===== src/rtl/frame_smoother.sv =====
// -----------------------------------------------------------------------------
// frame_smoother
//   Causal boxcar moving-average filter for framed, signed AXI-Stream samples.
//   Window length N = 2**N_LOG2. The history is re-primed with the first
//   sample of every frame (tuser), so frames never bleed into each other.
//   Beats arriving outside a frame are discarded and flagged in `dropped`.
//
// Handshake: a beat moves on a channel in a cycle where ce && tvalid && tready.
//   tvalid is never withdrawn before its beat moves. While a beat is held,
//   its payload (tdata/tuser/tlast) stays stable. The output side is a single
//   register with pass-through backpressure: tready_s = !tvalid_m || tready_m.
//
// Ports:
//   clk, reset       clock, synchronous active-high reset
//   ce               clock enable; all state holds while low
//   tdata_s/tuser_s/tlast_s/tvalid_s/tready_s   input stream (slave side)
//   tdata_m/tuser_m/tlast_m/tvalid_m/tready_m   smoothed stream (master side)
//   dropped          sticky: a beat was discarded outside a frame
//   dbg_state        FSM state (0 = IDLE, 1 = RUN)
// -----------------------------------------------------------------------------
module frame_smoother #(
  parameter int DW     = 16,
  parameter int N_LOG2 = 3
) (
  input  logic          clk,
  input  logic          reset,
  input  logic          ce,
  input  logic [DW-1:0] tdata_s,
  input  logic          tuser_s,
  input  logic          tlast_s,
  input  logic          tvalid_s,
  output logic          tready_s,
  output logic [DW-1:0] tdata_m,
  output logic          tuser_m,
  output logic          tlast_m,
  output logic          tvalid_m,
  input  logic          tready_m,
  output logic          dropped,
  output logic          dbg_state
);

  localparam int N  = 1 << N_LOG2;
  // Sum of N samples of DW bits needs exactly DW+N_LOG2 bits: never overflows.
  localparam int SW = DW + N_LOG2;

  typedef enum logic {
    S_IDLE = 1'b0,
    S_RUN  = 1'b1
  } state_t;

  state_t               r_state;
  state_t               w_state_next;

  logic [DW-1:0]        r_hist [N];   // [0] newest, [N-1] oldest
  logic signed [SW-1:0] r_sum;

  logic [DW-1:0]        r_data;
  logic                 r_user;
  logic                 r_last;
  logic                 r_valid;
  logic                 r_dropped;

  logic                 w_ready;
  logic                 w_accept;
  logic                 w_produce;
  logic                 w_drop;
  logic signed [SW-1:0] w_x_ext;
  logic signed [SW-1:0] w_old_ext;
  logic signed [SW-1:0] w_sum_next;
  logic [DW-1:0]        w_result;

  assign w_ready   = !r_valid || tready_m;
  assign w_accept  = ce && tvalid_s && w_ready;
  // A frame-start beat is always in-frame; otherwise only RUN beats count.
  assign w_produce = w_accept && (tuser_s || (r_state == S_RUN));
  assign w_drop    = w_accept && !tuser_s && (r_state == S_IDLE);

  assign w_x_ext   = SW'($signed(tdata_s));
  assign w_old_ext = SW'($signed(r_hist[N-1]));

  always_comb begin
    w_sum_next = r_sum + w_x_ext - w_old_ext;
    if (tuser_s) begin
      // Re-prime: every history slot holds x, so the sum is x*N.
      w_sum_next = w_x_ext <<< N_LOG2;
    end
  end

  // Arithmetic shift floors toward -inf; the mean of DW-bit samples fits DW.
  assign w_result = DW'(w_sum_next >>> N_LOG2);

  // ---------------------------------------------------------------- FSM
  always_comb begin
    w_state_next = r_state;
    if (w_produce) begin
      // tlast ends the frame even on a one-sample (tuser+tlast) frame.
      w_state_next = tlast_s ? S_IDLE : S_RUN;
    end
  end

  always_ff @(posedge clk) begin
    if (reset) begin
      r_state <= S_IDLE;
    end else if (ce) begin
      r_state <= w_state_next;
    end
  end

  // ------------------------------------------------------- history / sum
  always_ff @(posedge clk) begin
    if (reset) begin
      r_sum <= '0;
      for (int i = 0; i < N; i++) begin
        r_hist[i] <= '0;
      end
    end else if (w_produce) begin
      r_sum <= w_sum_next;
      if (tuser_s) begin
        for (int i = 0; i < N; i++) begin
          r_hist[i] <= tdata_s;
        end
      end else begin
        for (int i = N - 1; i > 0; i--) begin
          r_hist[i] <= r_hist[i-1];
        end
        r_hist[0] <= tdata_s;
      end
    end
  end

  // ------------------------------------------------------ output register
  always_ff @(posedge clk) begin
    if (reset) begin
      r_valid <= 1'b0;
      r_data  <= '0;
      r_user  <= 1'b0;
      r_last  <= 1'b0;
    end else if (ce) begin
      if (w_produce) begin
        r_valid <= 1'b1;
        r_data  <= w_result;
        r_user  <= tuser_s;
        r_last  <= tlast_s;
      end else if (tready_m) begin
        r_valid <= 1'b0;
      end
    end
  end

  always_ff @(posedge clk) begin
    if (reset) begin
      r_dropped <= 1'b0;
    end else if (w_drop) begin
      r_dropped <= 1'b1;
    end
  end

  assign tready_s  = w_ready;
  assign tvalid_m  = r_valid;
  assign tdata_m   = r_data;
  assign tuser_m   = r_user;
  assign tlast_m   = r_last;
  assign dropped   = r_dropped;
  assign dbg_state = r_state;

endmodule


===== config.mk =====
export PLATFORM = sky130hd
export DESIGN_NAME = frame_smoother
export DESIGN_NICKNAME = d
export VERILOG_FILES = /design/src/rtl/frame_smoother.sv
export SDC_FILE = /design/constraint.sdc
export NUM_CORES = 1
export LEC_CHECK = 0
export CELL_PAD_IN_SITES_DETAIL_PLACEMENT = 0
export CELL_PAD_IN_SITES_GLOBAL_PLACEMENT = 1
export CORE_ASPECT_RATIO = 0.75
export CORE_UTILIZATION = 47
export CTS_CLUSTER_DIAMETER = 50
export DETAILED_ROUTE_END_ITERATION = 10
export PLACE_DENSITY = 0.81
export SLEW_MARGIN = 10
export SYNTH_ARGS = -nofsm -noshare
export SYNTH_HDL_FRONTEND = slang
export SYNTH_SLANG_ARGS = --single-unit

===== constraint.sdc =====
create_clock -name clk -period 3.9 [get_ports clk]
set_input_delay 0.585 -clock clk [delete_from_list [all_inputs] [get_ports clk]]
set_output_delay 0.585 -clock clk [all_outputs]
set_load 0.02 [all_outputs]

Word level (Yosys, flattened, before mapping)
Memories as Yosys holds them, arrays and structs flattened.
Index checks and enable logic that the tools add are counted.
{"block": "totals", "mem_count": 1, "in_bits": 23, "ramBits": 128, "regBits": 40, "elab_cells": 69}
{"name": "r_hist", "words": 8, "width": 16, "read_ports": 8, "rd_clocked_by_memory_dff": 0, "wr": 8, "line": "54", "text": "logic [DW-1:0] r_hist [N];"}
{"block": "op_classes", "n_mux": 30, "addsub": 2, "reduce_logical": 12, "n_bitwise": 17}
{"cell": "16-bit 2-to-1 mux", "n": 16}
{"cell": "19-bit by 16-bit adder with 19-bit output", "n": 1}
{"cell": "19-bit 2-to-1 mux", "n": 1}
{"cell": "19-bit by 16-bit subtractor with 19-bit output", "n": 1}
{"cell": "1-bit bitwise OR", "n": 16}
{"cell": "1-bit 2-to-1 mux", "n": 13}
{"cell": "1-bit logical AND", "n": 5}
{"cell": "2-bit AND reduction", "n": 2}
{"cell": "1-bit logical NOT", "n": 2}
{"cell": "1-bit logical OR", "n": 2}
{"cell": "2-bit nonzero test", "n": 1}
{"cell": "1-bit NOT", "n": 1}

Logic depth before layout (Yosys ltp)
{"block": "depth", "depth_word": 9, "ltp_mapped": 13, "ltp_nobuf": 13}

Worst setup path before layout
OpenSTA, ideal clock, no wires.
{"block": "synth_path", "kind": "input to register", "from": "in tready_m", "to": "mem r_hist[0][0], enable pin", "t_arrival_ns": 2.728, "n_path_buf": 2, "path_stages": 7, "slack_ns": 0.755, "cell_sequence": "nand2b_2 -> and3_4 -> o21a_1 -> buf_4 -> nor2_2 -> clkbuf_1 -> inv_1"}
{"item": "from (decl)", "line": "37", "text": "input logic tready_m,"}
{"item": "to (decl)", "line": "54"}

Worst setup path after layout
{"block": "layout_path", "from": "in tdata_s[1]", "to": "reg r_sum[16]"}
{"block": "layout_between", "elab_chain_len": 3}
{"item": "from (decl)", "line": "28", "text": "input logic [DW-1:0] tdata_s,"}
{"item": "19-bit by 16-bit adder with 19-bit output", "line": "82", "text": "w_sum_next = r_sum + w_x_ext - w_old_ext;"}
{"item": "19-bit by 16-bit subtractor with 19-bit output", "line": "82"}
{"item": "19-bit 2-to-1 mux", "line": "83", "text": "if (tuser_s) begin"}
{"item": "to (signal assigned)", "line": "117", "text": "r_sum <= w_sum_next;"}
{"item": "to (decl)", "line": "55", "text": "logic signed [SW-1:0] r_sum;"}
Every way passes these cells.
A chain may end at the register's enable or synchronous reset.

==> results_dict.tcl <==
set metrics [dict create \
    outcome "complete, no violations" \
    period_share_pct 87.0 \
    crit_path_start_kind "primary input" \
    coreArea_sq_um 16800 \
    vias 5895 \
    path_clk_slew_ps 60 \
    r2r-end "r_sum[16]" \
    drive_gt1_share_pct 7.24 \
    syn_nets 857 \
    fillerInstances 1474 \
    slew_headroom_pct 58.8 \
    hold_path.class "flop to flop" \
    dpl.hpwl_um 12600 \
    tightest_slew_ps 615 \
    setup_violations 0 \
    syn_to_final_growth_pct 15.5 \
    overflow 0 \
    finalSetupTns_ps 0 \
    hold_buffers 0 \
    post-cts-setup-buffers 0 \
    async_flop_share_pct 0 \
    final-max-slew-violation-count 0 \
    yosys_warnings 0 \
    fmax_ghz 0.295 \
    p_leak_nw 3.67 \
    die-area_sq_um 17800 \
    irDropWorstVdd_uv 409 \
    synth-main-ff-cell "edfxtp_1" \
    layout_commonest_cell "edfxtp_1" \
    criticalPathCategory "primary input to flop" \
    synth-edff-count 96 \
    routed_wl_um 18900 \
    numCtsBuffers 17 \
    fin_hold_ws_ps 448 \
    vias_per_cell 5.58 \
    grt_pass1_vias 5767 \
    antenna_found_initial 0 \
    synth.cell_area_sq_um 8110 \
    netlist_instances 796 \
    die_h_um 116 \
    power_density_nw_per_um2 488 \
    maxCapViolations 0 \
    ys_ff_latch 168 \
    crit_fanout 4 \
    reg2reg_slack_ps 950 \
    worstSetupEndpointType "flop" \
    reg2regPathDepth 10 \
    cts_resized 0 \
    dr.pass1.iters 5 \
    hold_viol 0 \
    antenna_left 0 \
    worst_skew_pair.late_latency_ps 440 \
    grt_pass1_wl_um 30800 \
    numClockSinks 168 \
    place.gp.congestion 0.886 \
    post-route-min-period_ps 3390 \
    tritoncts "built" \
    r2r-start "r_sum[1]" \
    rsz0062_at_grt "no" \
    synth_seq_area_share_pct 53.3 \
    clockBufferDepth 2 \
    cp.required_ps 4180 \
    htree_levels 4 \
    clock-root-buffer "clkbuf_16" \
    drt_iter0_markers 381 \
    rows 41 \
    antenna_cells 0 \
    die_w_um 154 \
    grtUsageTotal_pct 22.8 \
    grt_start_max_net_pins 53 \
    ioPinCount 45 \
    cp.arrival_ps 3680 \
    io_buffers 44 \
    final_cell_mix "edfxtp_1, nand2_1, nand2b_1" \
    initial_core_util_pct 48.2 \
    wl_per_cell_um 17.9 \
    finalClockSkew_ps 9.70 \
    crit_end "r_sum[16]" \
    nNetsFinal 890 \
    crit_start "tdata_s[1]" \
    drc_errors 0 \
    ys_types 54 \
    syn_avg_cell_area_sq_um 10.2 \
]
[state kept, by name (all words and copies together), names as in the netlist]
| signal | cells |
|---|---|
| dropped | 1 |
| r_sum | 19 |
| dbg_state | 1 |
| tvalid_m | 1 |
| tlast_m | 1 |
| tdata_m | 16 |
| tuser_m | 1 |
| r_hist | 128 |
[power breakdown]
part	switching, W	total (W)	internal (W)
combinational	0.000486	0.000810	0.000324
sequential	0.0000474	0.00203	0.00198
clock	0.000726	0.00173	0.00101
total	0.00126	0.00457	0.00331
[stage by stage]
step                total power [W]  area (sq um)  setup slack [ps]  instances  utilization [%]
finish                      0.00457          9360               508       1057             55.6
detailed placement          0.00287          8760               110       1025             52.1
floorplan                   0.00264          8110               755        796                -
global route                0.00477          9360               265       1057             55.6
global placement            0.00285          8760               146       1025             52.1
CTS                         0.00460          9360               549       1057             55.6
[cells by family (layout without fill, tap and decap cells)]
logic type | Yosys count | after routing | share of synthesized area (%)
compound gates | 186 | 186 | 15.4
xor+xnor | 16 | 16 | 1.73
fa+ha+maj | 38 | 38 | 7.53
buf+inv | 121 | 167 | 5.90
flops | 168 | 168 | 53.3
mux | 1 | 1 | 0.123
simple gates | 266 | 266 | 16.0
[layer usage]
metal  vias to the layer above  track usage, %  wire (um)
met5                         -               0          0
met4                         0            6.87        266
met3                        26            5.12       1060
met2                       174            34.5       8310
met1                      2882            32.6       9250
li1                       2813               -          -
[worst min-delay path by stage]
stage / start / end / cells after the start
6_report: tdata_m[3] / tdata_m[3] / 2
5_1_grt: tdata_m[3] / tdata_m[3] / 2
4_1_cts: tdata_m[3] / tdata_m[3] / 2
3_5_place_dp: tdata_m[1] / tdata_m[1] / 2
3_3_place_gp: tdata_m[3] / tdata_m[3] / 2
2_1_floorplan: r_sum[9] / r_sum[9] / 1
[cells in the mapped netlist (12+ instances only)]
master	count	area share, %
edfxtp_1	96	36
nand2_1	92	4.3
nand2b_1	84	6.5
dfxtp_1	72	18
inv_1	72	3.3
a21oi_1	67	4.1
nor2_1	60	2.8
clkbuf_1	35	1.6
a311oi_1	31	3.3
ha_1	20	3.1
fa_1	18	4.4
o21ai_0	15	0.93
a22o_1	14	1.5
o21ai_1	12	0.74
[final cells by class]
cell class / count / area, sq um / share of cell area, %
Clock inverter: 15 / 173 / 1.84
Timing Repair Buffer: 63 / 591 / 6.31
Multi-Input combinational cell: 507 / 3310 / 35.4
Inverter: 72 / 270 / 2.89
Clock buffer: 17 / 425 / 4.54
Sequential cell: 168 / 4320 / 46.2
Tap cell: 215 / 269 / 2.87
[worst max-delay path: stages]
cell and delay, ps:
clkdlybuf4s50_1 530, inv_1 90, fa_1 530, fa_1 480
nor2b_1 210, o2111ai_1 180, a21oi_1 260, nor2b_1 140
o311ai_2 340, xnor2_1 180, o221ai_1 140
(Power assumes the default switching activity.)
